<file path="config.mk">
export PLATFORM = sky130hd
export DESIGN_NAME = pedal_mem_scheduler
export DESIGN_NICKNAME = d
export VERILOG_FILES = /design/src/rtl/pedal_mem_pkg.sv /design/src/rtl/pedal_mem_ptrs.sv /design/src/rtl/pedal_mem_scheduler.sv
export SDC_FILE = /design/constraint.sdc
export NUM_CORES = 1
export LEC_CHECK = 0
export BUFFER_PORTS_ARGS = -buffer_cell sky130_fd_sc_hd__buf_2
export CAP_MARGIN = 20
export CELL_PAD_IN_SITES_DETAIL_PLACEMENT = 1
export CELL_PAD_IN_SITES_GLOBAL_PLACEMENT = 1
export CORE_UTILIZATION = 38
export CTS_BUF_LIST = sky130_fd_sc_hd__clkbuf_4
export DETAILED_ROUTE_END_ITERATION = 7
export GPL_ROUTABILITY_DRIVEN = 0
export PLACE_DENSITY = 0.79
export SLEW_MARGIN = 30
export SYNTH_ARGS = -nofsm -noshare
export SYNTH_HDL_FRONTEND = slang
export SYNTH_SLANG_ARGS = --single-unit
</file>
<file path="constraint.sdc">
create_clock -name wb_clk_i -period 3.35 [get_ports wb_clk_i]
set_clock_uncertainty 0.05 [all_clocks]
set_input_delay 0.1675 -clock wb_clk_i [delete_from_list [all_inputs] [get_ports wb_clk_i]]
set_output_delay 0.1675 -clock wb_clk_i [all_outputs]
set_load 0.02 [all_outputs]
</file>
<file path="src/rtl/pedal_mem_pkg.sv">
// Shared types and helpers for the pedal sample-memory scheduler.
package pedal_mem_pkg;

   localparam int unsigned DEF_ADDR_W = 10;
   localparam int unsigned DEF_DATA_W = 16;

   typedef enum logic [2:0] {
      IDLE,
      A_RD,
      A_CAP,
      A_WR,
      WB_WAIT,
      WB_ACK
   } state_t;

   // Delay-tap address. The caller truncates the result to its address
   // width, which gives the modulo-2^ADDR_W wrap. delay 0 lands on the
   // slot about to be overwritten, i.e. the oldest sample.
   function automatic logic [31:0] tap_addr(input logic [31:0] i_wr_ptr,
                                            input logic [31:0] i_delay);
      return i_wr_ptr - i_delay;
   endfunction

endpackage

</file>
<file path="src/rtl/pedal_mem_ptrs.sv">
// Record/playback pointers, recorded length and record edge detection.
module pedal_mem_ptrs
   import pedal_mem_pkg::*;
#(
   parameter int unsigned ADDR_W = DEF_ADDR_W
) (
   input  logic              i_clk,
   input  logic              i_rst,
   input  logic              i_record,
   input  logic              i_wr_inc,
   input  logic              i_play_adv,
   output logic [ADDR_W-1:0] o_wr_ptr,
   output logic [ADDR_W-1:0] o_play_ptr,
   output logic [ADDR_W:0]   o_loop_end
);

   localparam logic [ADDR_W:0] CNT_MAX = {1'b1, {ADDR_W{1'b0}}};

   logic              r_record_d;
   logic [ADDR_W-1:0] r_wr_ptr;
   logic [ADDR_W-1:0] r_play_ptr;
   logic [ADDR_W:0]   r_rec_count;
   logic [ADDR_W:0]   r_loop_end;

   logic              w_rise;
   logic              w_fall;
   logic [ADDR_W:0]   w_play_nxt;

   assign w_rise     = i_record & ~r_record_d;
   assign w_fall     = ~i_record & r_record_d;
   assign w_play_nxt = {1'b0, r_play_ptr} + 1'b1;

   // Pointer and length bookkeeping; record edges take precedence over advances.
   always_ff @(posedge i_clk) begin
      if (i_rst) begin
         r_record_d  <= 1'b0;
         r_wr_ptr    <= '0;
         r_play_ptr  <= '0;
         r_rec_count <= '0;
         r_loop_end  <= '0;
      end else begin
         r_record_d <= i_record;
         if (w_rise) begin
            r_wr_ptr    <= '0;
            r_rec_count <= '0;
         end else if (i_wr_inc) begin
            r_wr_ptr <= r_wr_ptr + 1'b1;
            if (r_rec_count != CNT_MAX) r_rec_count <= r_rec_count + 1'b1;
         end
         if (w_fall) begin
            r_loop_end <= r_rec_count;
            r_play_ptr <= '0;
         end else if (i_play_adv) begin
            r_play_ptr <= (w_play_nxt == r_loop_end) ? '0 : w_play_nxt[ADDR_W-1:0];
         end
      end
   end

   assign o_wr_ptr   = r_wr_ptr;
   assign o_play_ptr = r_play_ptr;
   assign o_loop_end = r_loop_end;

endmodule

</file>
<file path="src/rtl/pedal_mem_scheduler.sv">
// Single-port sample SRAM scheduler: audio record/playback take priority,
// Wishbone host accesses fill the idle slots between samples.
module pedal_mem_scheduler
   import pedal_mem_pkg::*;
#(
   parameter int unsigned ADDR_W = DEF_ADDR_W,
   parameter int unsigned DATA_W = DEF_DATA_W
) (
   input  logic              wb_clk_i,
   input  logic              wb_rst_i,
   input  logic              sample_tick,
   input  logic              record,
   input  logic              loop,
   input  logic [ADDR_W-1:0] delay_len,
   input  logic [DATA_W-1:0] rec_sample,
   output logic [DATA_W-1:0] play_sample,
   output logic              play_valid,
   input  logic              wbs_cyc_i,
   input  logic              wbs_stb_i,
   input  logic              wbs_we_i,
   input  logic [ADDR_W-1:0] wbs_adr_i,
   input  logic [DATA_W-1:0] wbs_dat_i,
   output logic              wbs_ack_o,
   output logic [DATA_W-1:0] wbs_dat_o,
   output logic              mem_en,
   output logic              mem_we,
   output logic [ADDR_W-1:0] mem_addr,
   output logic [DATA_W-1:0] mem_wdata,
   input  logic [DATA_W-1:0] mem_rdata,
   output logic [ADDR_W-1:0] wr_ptr,
   output logic              overrun
);

   state_t            r_state;
   logic              r_tick_pend;
   logic              r_overrun;
   logic [DATA_W-1:0] r_rec_hold;
   logic [DATA_W-1:0] r_play_sample;
   logic              r_play_valid;
   logic [DATA_W-1:0] r_wbs_dat;

   logic              w_audio_req;
   logic              w_wb_req;
   logic              w_loop_play;
   logic [ADDR_W-1:0] w_tap;
   logic [ADDR_W-1:0] w_wr_ptr;
   logic [ADDR_W-1:0] w_play_ptr;
   logic [ADDR_W:0]   w_loop_end;

   assign w_audio_req = r_tick_pend | sample_tick;
   assign w_wb_req    = wbs_cyc_i & wbs_stb_i;
   assign w_loop_play = loop & ~record;
   assign w_tap       = ADDR_W'(tap_addr(32'(w_wr_ptr), 32'(delay_len)));

   pedal_mem_ptrs #(
      .ADDR_W(ADDR_W)
   ) u_ptrs (
      .i_clk      (wb_clk_i),
      .i_rst      (wb_rst_i),
      .i_record   (record),
      .i_wr_inc   (r_state == A_WR),
      .i_play_adv ((r_state == A_CAP) && w_loop_play),
      .o_wr_ptr   (w_wr_ptr),
      .o_play_ptr (w_play_ptr),
      .o_loop_end (w_loop_end)
   );

   // Tick queue, arbitration FSM and registered audio/Wishbone read data.
   always_ff @(posedge wb_clk_i) begin
      if (wb_rst_i) begin
         r_state       <= IDLE;
         r_tick_pend   <= 1'b0;
         r_overrun     <= 1'b0;
         r_rec_hold    <= '0;
         r_play_sample <= '0;
         r_play_valid  <= 1'b0;
         r_wbs_dat     <= '0;
      end else begin
         r_play_valid <= 1'b0;

         // A tick seen while one is already pending is lost; otherwise it is
         // queued (outside IDLE) and its sample captured for the later A_WR.
         if (sample_tick) begin
            if (r_tick_pend) begin
               r_overrun <= 1'b1;
            end else begin
               r_rec_hold <= rec_sample;
               if (r_state != IDLE) r_tick_pend <= 1'b1;
            end
         end

         case (r_state)
            IDLE: begin
               if (w_audio_req) begin
                  r_state     <= A_RD;
                  r_tick_pend <= 1'b0;
               end else if (w_wb_req) begin
                  r_state <= wbs_we_i ? WB_ACK : WB_WAIT;
               end
            end
            A_RD: r_state <= A_CAP;
            A_CAP: begin
               r_play_sample <= (w_loop_play && (w_loop_end == '0)) ? '0 : mem_rdata;
               r_play_valid  <= 1'b1;
               r_state       <= record ? A_WR : IDLE;
            end
            A_WR: r_state <= IDLE;
            WB_WAIT: begin
               r_wbs_dat <= mem_rdata;
               r_state   <= WB_ACK;
            end
            WB_ACK: r_state <= IDLE;
            default: r_state <= IDLE;
         endcase
      end
   end

   // SRAM strobes decoded from the state; the Wishbone strobe is issued in
   // the IDLE accept cycle so read data arrives in WB_WAIT.
   always_comb begin
      mem_en    = 1'b0;
      mem_we    = 1'b0;
      mem_addr  = '0;
      mem_wdata = '0;
      case (r_state)
         IDLE: begin
            if (!w_audio_req && w_wb_req) begin
               mem_en    = 1'b1;
               mem_we    = wbs_we_i;
               mem_addr  = wbs_adr_i;
               mem_wdata = wbs_dat_i;
            end
         end
         A_RD: begin
            mem_en   = 1'b1;
            mem_addr = w_loop_play ? w_play_ptr : w_tap;
         end
         A_WR: begin
            mem_en    = 1'b1;
            mem_we    = 1'b1;
            mem_addr  = w_wr_ptr;
            mem_wdata = r_rec_hold;
         end
         default: ;
      endcase
   end

   assign play_sample = r_play_sample;
   assign play_valid  = r_play_valid;
   assign wbs_ack_o   = (r_state == WB_ACK);
   assign wbs_dat_o   = r_wbs_dat;
   assign wr_ptr      = w_wr_ptr;
   assign overrun     = r_overrun;

endmodule

</file>
==> flow_summary_export.csv, run 1 <==
group,metric,value,unit
run_status,status,"finished clean",
timing,hold_viol,0,
power,clockPowerShare,28.2,%
power,p_leak,0.00267,µW
clock_tree,root_buffer,"clkbuf_4",
logic_synthesis,ys_types,61,
timing,tightest_slew,748,ps
logic_synthesis,synth-main-ff-cell,"dfxtp_1",
worst_hold_path,hold_start,"wbs_cyc_i",
power,powerDensity,348,nW/µm²
setup_path,path_cells,"inv_1, ha_1, fa_1, nor2b_2, o21ai_1, a21boi_1, o21ai_1, a211oi_2, mux2_2, o21ai_0, buf_2",
power,comb_power_share,17.0,%
global_route,antenna_found_initial,0,
logic_synthesis,yosysSeqAreaShare,38.8,%
setup_path,crit_path_end,"mem_addr[8]",
clock_tree,cts_made_buffers,9,
global_route,grt_max_degree,56,
setup_path,r2r_start,"u_ptrs.o_play_ptr[0]$_SDFFE_PP0P_",
timing,worst_slack,174,ps
placed_design,port_buffers,148,
drt,route.detailed.drc,0,
setup_path,reg2reg_slack,580,ps
setup_path,cp_common_cell,"o21ai_1",
setup_path,critPathLaunchType,"register",
job,drv_cap,0,
cells_and_area,syn_to_final_growth,27.3,%
timing,slew_headroom,50.0,%
timing,grt_setup_unrepaired,"false",
drt,wl,16.1,mm
global_route,globalRouteMet1Util,28.6,%
cells_and_area,final_nets,887,
timing,tns,0,ps
drt,vias,5242,
setup_path,rr_worst_depth,8,
power,finalPower,2210,µW
timing,min_period,3180,ps
setup_path,path_buf_inv,2,
logic_synthesis,ys.warnings.count,0,
floorplan,start_util,39.3,%
floorplan,dieArea,13600,µm²
power,intPower,1510,µW
setup_path,cp.required,3130,ps
setup_path,critical_path.startpoint,"u_ptrs.o_wr_ptr[0]$_SDFFE_PP0N_",
floorplan,rows,41,
floorplan,core,12700,µm²
setup_path,setup.worst_path.class,"register to output pin",
global_route,grt_use_met2,41.7,%
logic_synthesis,async_flop_share,0,%
setup_path,reg2reg_to,"u_ptrs.o_play_ptr[7]$_SDFFE_PP0P_",
timing,drv_slew,0,
setup_path,critPathMaxFanout,2,
global_route,track_usage,23.9,%
logic_synthesis,synth_area,5000,µm²
placed_design,dp_hpwl,11.3,mm
floorplan,die_w,117,µm
power,switching_share,31.7,%
power,pwr-share-seq,54.8,%
logic_synthesis,syn_avg_cell_area,7.89,µm²
clock_tree,cts.path.max_buffers,2,
setup_path,arrival,2960,ps
clock_tree,path_clk_slew,170,ps
setup_path,path_depth,11,
clock_tree,h-tree-depth,3,
worst_hold_path,holdPathStages,3,
power,ir_worst_vdd,0.254,mV
clock_tree,cts_tree,"built",
logic_synthesis,ys_seq_elements,97,
drt,wl_per_cell,16.5,µm
global_route,grtUsageMet3,5.60,%
global_route,grt_pass1_wl,25.5,mm
timing,hold_ws,175,ps
drt,ant_nets,0,
global_route,top_usage_layer,"met2",
logic_synthesis,netlist_instances,634,
power,p_sw,702,µW
logic_synthesis,syn_nets,724,
setup_path,critPathCaptureType,"output pin",
drt,first_iter_violations,234,
setup_path,cp_slowest_cell,"fa_1",
cells_and_area,final_layout_size_suffix_gt1_share,25.1,%
global_route,grt_overflow,0,
setup_path,critical-path-max-stage-delay,400,ps
floorplan,ioPinCount,149,
drt,via_per_inst,5.38,
floorplan,chipHeight,117,µm
cells_and_area,final_util,50.1,%
clock_tree,cts_sinks,97,
worst_hold_path,hp-class,"input port to register",
timing,max_freq,0.315,GHz
timing,finalCritPeriodShare,94.8,%
logic_synthesis,synth_edf_count,0,
global_route,grt_pass1_vias,5400,
setup_path,cp_top_family,"compound AO/OA/AOI/OAI gates",
drt,dr.pass1.iters,4,
clock_tree,clk_latency,490,ps
cells_and_area,antenna_cells,0,
timing,setup_viol,0,
placed_design,pre_cts_ws,415,ps
[layout by cell type (no fill, tap or decap), types with 5 or more instances in the layout]
cell type      synthesis  layout
inv_1                 22      22
ha_1                  13      13
nor2b_1                7       5
dfxtp_1               97      95
dlygate4sd3_1          0      37
a31oi_1                5       5
or3_1                  8       8
clkbuf_4               0      10
nand2_1              110     110
xor2_1                17      17
nand3_1               13      13
and3_1                 8       8
nor2_1                65      64
nand4_1                6       6
nor4_2                 7       7
nor4_1                 7       7
a21oi_1               61      61
buf_2                 10     148
a22o_1                17      17
a22oi_1               19      19
nand2b_1               5       5
xnor2_1               11      11
o21ai_0               31      29
buf_4                  2      10
[worst min-delay path by stage]
stage                                  end
4_1_cts            r_state[0]$_SDFFE_PP0P_
2_1_floorplan      r_state[0]$_SDFFE_PP0P_
3_5_place_dp   r_rec_hold[13]$_SDFFE_PP0P_
6_report           r_state[0]$_SDFFE_PP0P_
3_3_place_gp    r_rec_hold[1]$_SDFFE_PP0P_
5_1_grt            r_state[0]$_SDFFE_PP0P_
[timing repair]
item / in CTS / in global routing
hold buffers: 37 / 0
setup buffers: 2 / 0
hold endpoints to repair: 64 / 0
setup endpoints to repair: 1 / 1
gates resized for setup: 4 / 4
pin swaps: 2 / 2
[tightest hold or removal path: stages]
cell	delay, ps
buf_2	120
a311oi_1	280
a2111oi_0	100
[area by class of cell]
| type | count | area [µm²] |
|---|---|---|
| Clock buffer | 10 | 75.1 |
| Clock inverter | 6 | 51.3 |
| Fill cell | 1632 | 6350 |
| Inverter | 22 | 82.6 |
| Multi-Input combinational cell | 472 | 2810 |
| Sequential cell | 97 | 1950 |
| Tap cell | 172 | 215 |
| Timing Repair Buffer | 195 | 1190 |
[power groups by stage]
| stage | clock (µW) | sequential (µW) | combinational, µW |
|---|---|---|---|
| final | 624 | 1210 | 376 |
| after global routing | 681 | 1220 | 409 |
| after CTS | 640 | 1210 | 373 |
| after detailed placement | 0 | 1240 | 336 |
| after global placement | 0 | 1240 | 325 |
| after floorplan | 0 | 1240 | 192 |
[Yosys cell counts, drive strengths merged, types with 15 or more instances]
cell type | count | area (µm²)
o21ai | 31 | 155
buf | 17 | 91.3
a22o | 17 | 149
a22oi | 19 | 143
nand3 | 15 | 85.1
dfxtp | 97 | 1940
clkbuf | 26 | 97.6
nor4 | 15 | 153
nand2 | 110 | 413
inv | 22 | 82.6
xor2 | 17 | 149
a21oi | 61 | 305
nor2 | 67 | 256
[registers in the layout, indices dropped and copies added, names as in the netlist]
signal	count
u_ptrs.o_wr_ptr	10
r_tick_pend	1
r_rec_hold	16
overrun	1
r_state	3
u_ptrs.r_record_d	1
wbs_dat_o	16
play_sample	16
play_valid	1
u_ptrs.r_rec_count	11
u_ptrs.o_loop_end	11
u_ptrs.o_play_ptr	10
[logic make-up (layout without fill, tap and decap cells)]
family,count (synthesis),in the layout,share of synthesized area (%)
and+or+nand+nor,268,268,26.4
AOI/OAI and AO/OA,161,161,20.5
DFF,97,97,38.8
buffers and inverters,65,233,5.43
xor gates and xnor gates,28,28,4.90
adders and majority gates,14,14,3.65
muxes,1,1,0.225
[metal layers]
metal,share of wire [%],vias to the layer above
met5,0,-
met4,2.1,0
met3,5.1,28
met2,49,141
met1,44,2535
li1,-,2538
[stage by stage]
| step | instances | cell area (µm²) |
|---|---|---|
| finish | 974 | 6370 |
| global route | 974 | 6370 |
| CTS | 974 | 6350 |
| detailed placement | 919 | 5840 |
| global placement | 919 | 5830 |
| floorplan | 634 | 5000 |
Power figures use the tool's default switching activity.
==> inputs of run 2 (changes only) <==
Settings changed: ABC_CLOCK_PERIOD_IN_PS set to 3350, PLACE_DENSITY 0.79 to 0.8.
==> run 2 against run 1 <==
Compared with the run above:
- first-iteration DRC count down 0.43%
- non-clock buffer count is the same
- sequential cell count unchanged
- via count is 0.27% lower
- register-to-register slack improved by 40 ps
- largest power group unchanged
- die area stayed put
- clock power increased by 2%
- final cell count did not move
- hold slack worse by 33 ps
- sequential share of layout area shrank 0.078 points
==> flow_summary_export.csv, run 2 (synthesis gave the netlist of run 1 again) <==
group,metric,value,unit
floorplan,rows,41,
setup_path,rr_worst_depth,8,
cells_and_area,antenna_cells,0,
cells_and_area,multi_input_area,2820,µm²
global_route,track_usage,25.3,%
global_route,grt_max_degree,50,
global_route,grt_overflow,0,
cells_and_area,final_cell_mix,"buf_2 (148), nand2_1 (110), dfxtp_1 (95)",
drt,wl_per_cell,17.0,µm
clock_tree,root_buffer,"clkbuf_4",
timing,slew_headroom,49.7,%
power,ir_worst_vdd,0.260,mV
timing,setup_viol,0,
cells_and_area,layoutNonFillerInstCount,974,
setup_path,reg2reg_to,"u_ptrs.o_play_ptr[8]$_SDFFE_PP0P_",
drt,route.detailed.drc,0,
placed_design,dp_hpwl,11.7,mm
global_route,grt_pass1_vias,5451,
clock_tree,cts_tree,"built",
timing,hold_viol,0,
placed_design,dp_cells,919,
drt,wl,16.5,mm
setup_path,arrival,2910,ps
floorplan,core,12700,µm²
run_status,status,"finished clean",
cells_and_area,n_fill_cell,1648,
clock_tree,cts_made_buffers,9,
cells_and_area,final_nets,887,
job,drv_cap,0,
drt,dr.pass1.iters,4,
drt,ant_nets,0,
floorplan,chipHeight,117,µm
clock_tree,clk_latency,480,ps
timing,grt_setup_unrepaired,"false",
timing,tns,0,ps
timing,finalCritPeriodShare,93.4,%
placed_design,port_buffers,148,
worst_hold_path,hold_end,"r_state[0]$_SDFFE_PP0P_",
setup_path,reg2reg_slack,620,ps
setup_path,r2r_start,"u_ptrs.o_play_ptr[0]$_SDFFE_PP0P_",
clock_tree,h-tree-depth,3,
global_route,grt_pass1_wl,26.7,mm
setup_path,cp.required,3130,ps
power,p_leak,0.00269,µW
power,powerDensity,349,nW/µm²
setup_path,setup.worst_path.class,"register to output pin",
timing,drv_slew,0,
cells_and_area,final_common_cell,"buf_2",
drt,via_per_inst,5.37,
global_route,antenna_found_initial,0,
worst_hold_path,hp-class,"input port to register",
clock_tree,cts.path.max_buffers,2,
floorplan,die_w,117,µm
worst_hold_path,holdPathStages,3,
timing,max_freq,0.320,GHz
clock_tree,path_clk_slew,160,ps
worst_hold_path,hold_start,"wbs_cyc_i",
drt,vias,5228,
clock_tree,cts_sinks,97,
setup_path,critPathCaptureType,"output pin",
setup_path,critPathMaxFanout,2,
floorplan,dieArea,13600,µm²
drt,first_iter_violations,233,
cells_and_area,final_layout_size_suffix_gt1_share,25.3,%
floorplan,ioPinCount,149,
timing,min_period,3130,ps
floorplan,start_util,39.3,%
setup_path,critPathLaunchType,"register",
timing,tightest_slew,753,ps
cells_and_area,seqCellArea,1950,µm²
cells_and_area,syn_to_final_growth,27.7,%
==> run 2: cell type report <==
class | instances | area share (%)
multi-input combinational | 472 | 44.1
sequential | 97 | 30.5
timing repair buffer | 195 | 18.6
tap | 172 | 3.37
inverter | 22 | 1.29
clock buffer | 10 | 1.18
clock inverter | 6 | 0.960
==> run 2: worst max path at each step <==
| stage | from | to | slack [ps] | depth (start not counted) |
|---|---|---|---|---|
| 6_report | u_ptrs.o_wr_ptr[0]$_SDFFE_PP0N_ | mem_addr[8] | 220 | 11 |
| 5_1_grt | u_ptrs.o_wr_ptr[0]$_SDFFE_PP0N_ | mem_addr[8] | 50 | 11 |
| 4_1_cts | u_ptrs.o_wr_ptr[0]$_SDFFE_PP0N_ | mem_addr[8] | 2 | 11 |
| 3_5_place_dp | u_ptrs.o_wr_ptr[0]$_SDFFE_PP0N_ | mem_addr[8] | 380 | 11 |
| 3_3_place_gp | u_ptrs.o_wr_ptr[0]$_SDFFE_PP0N_ | mem_addr[8] | 510 | 11 |
| 2_1_floorplan | u_ptrs.o_wr_ptr[0]$_SDFFE_PP0N_ | mem_addr[8] | 380 | 10 |
==> run 2: worst max-delay path, stage by stage (launching register included) <==
cell      delay [ps]
dfxtp_4          380
inv_1             40
ha_1             200
fa_2             360
nor2b_2          140
o21ai_0          110
a21boi_1         210
o21ai_2          100
a211oi_2         200
mux2_2           360
o21ai_0          150
buf_2            190
==> run 2: routing by layer <==
metal	part of all wire (%)	global-route usage, %
met5	0	0
met4	1.9	9.20
met3	4.5	5.14
met2	52	45.4
met1	42	29.7
==> run 2: timing repair <==
| action | in CTS | in global routing |
|---|---|---|
| pin swaps | 1 | 2 |
| buffers inserted | 2 | 0 |
| endpoints found under the hold margin | 53 | 0 |
| endpoints found under the setup margin | 1 | 1 |
| hold buffers | 37 | 0 |
| resized for setup | 4 | 5 |
==> run 2: metrics by stage <==
step / utilization, % / worst slack [ps] / hold WS (ps) / instance area [µm²] / total power (µW)
2_1_floorplan: - / 384 / 207 / 5000 / 1440
3_3_place_gp: 45.9 / 508 / 359 / 5830 / 1560
3_5_place_dp: 45.9 / 379 / 372 / 5840 / 1580
4_1_cts: 50.0 / 2.05 / 125 / 6360 / 2240
5_1_grt: 50.2 / 54.6 / 171 / 6380 / 2330
6_report: 50.2 / 223 / 142 / 6380 / 2230
==> run 2: report_power, final <==
group,leakage (µW),total [µW],switching (µW),internal (µW)
Combinational,0.00183,380,225,155
Sequential,0.000787,1210,26.8,1190
Clock,0.0000727,636,455,181
Total,0.00269,2230,706,1520
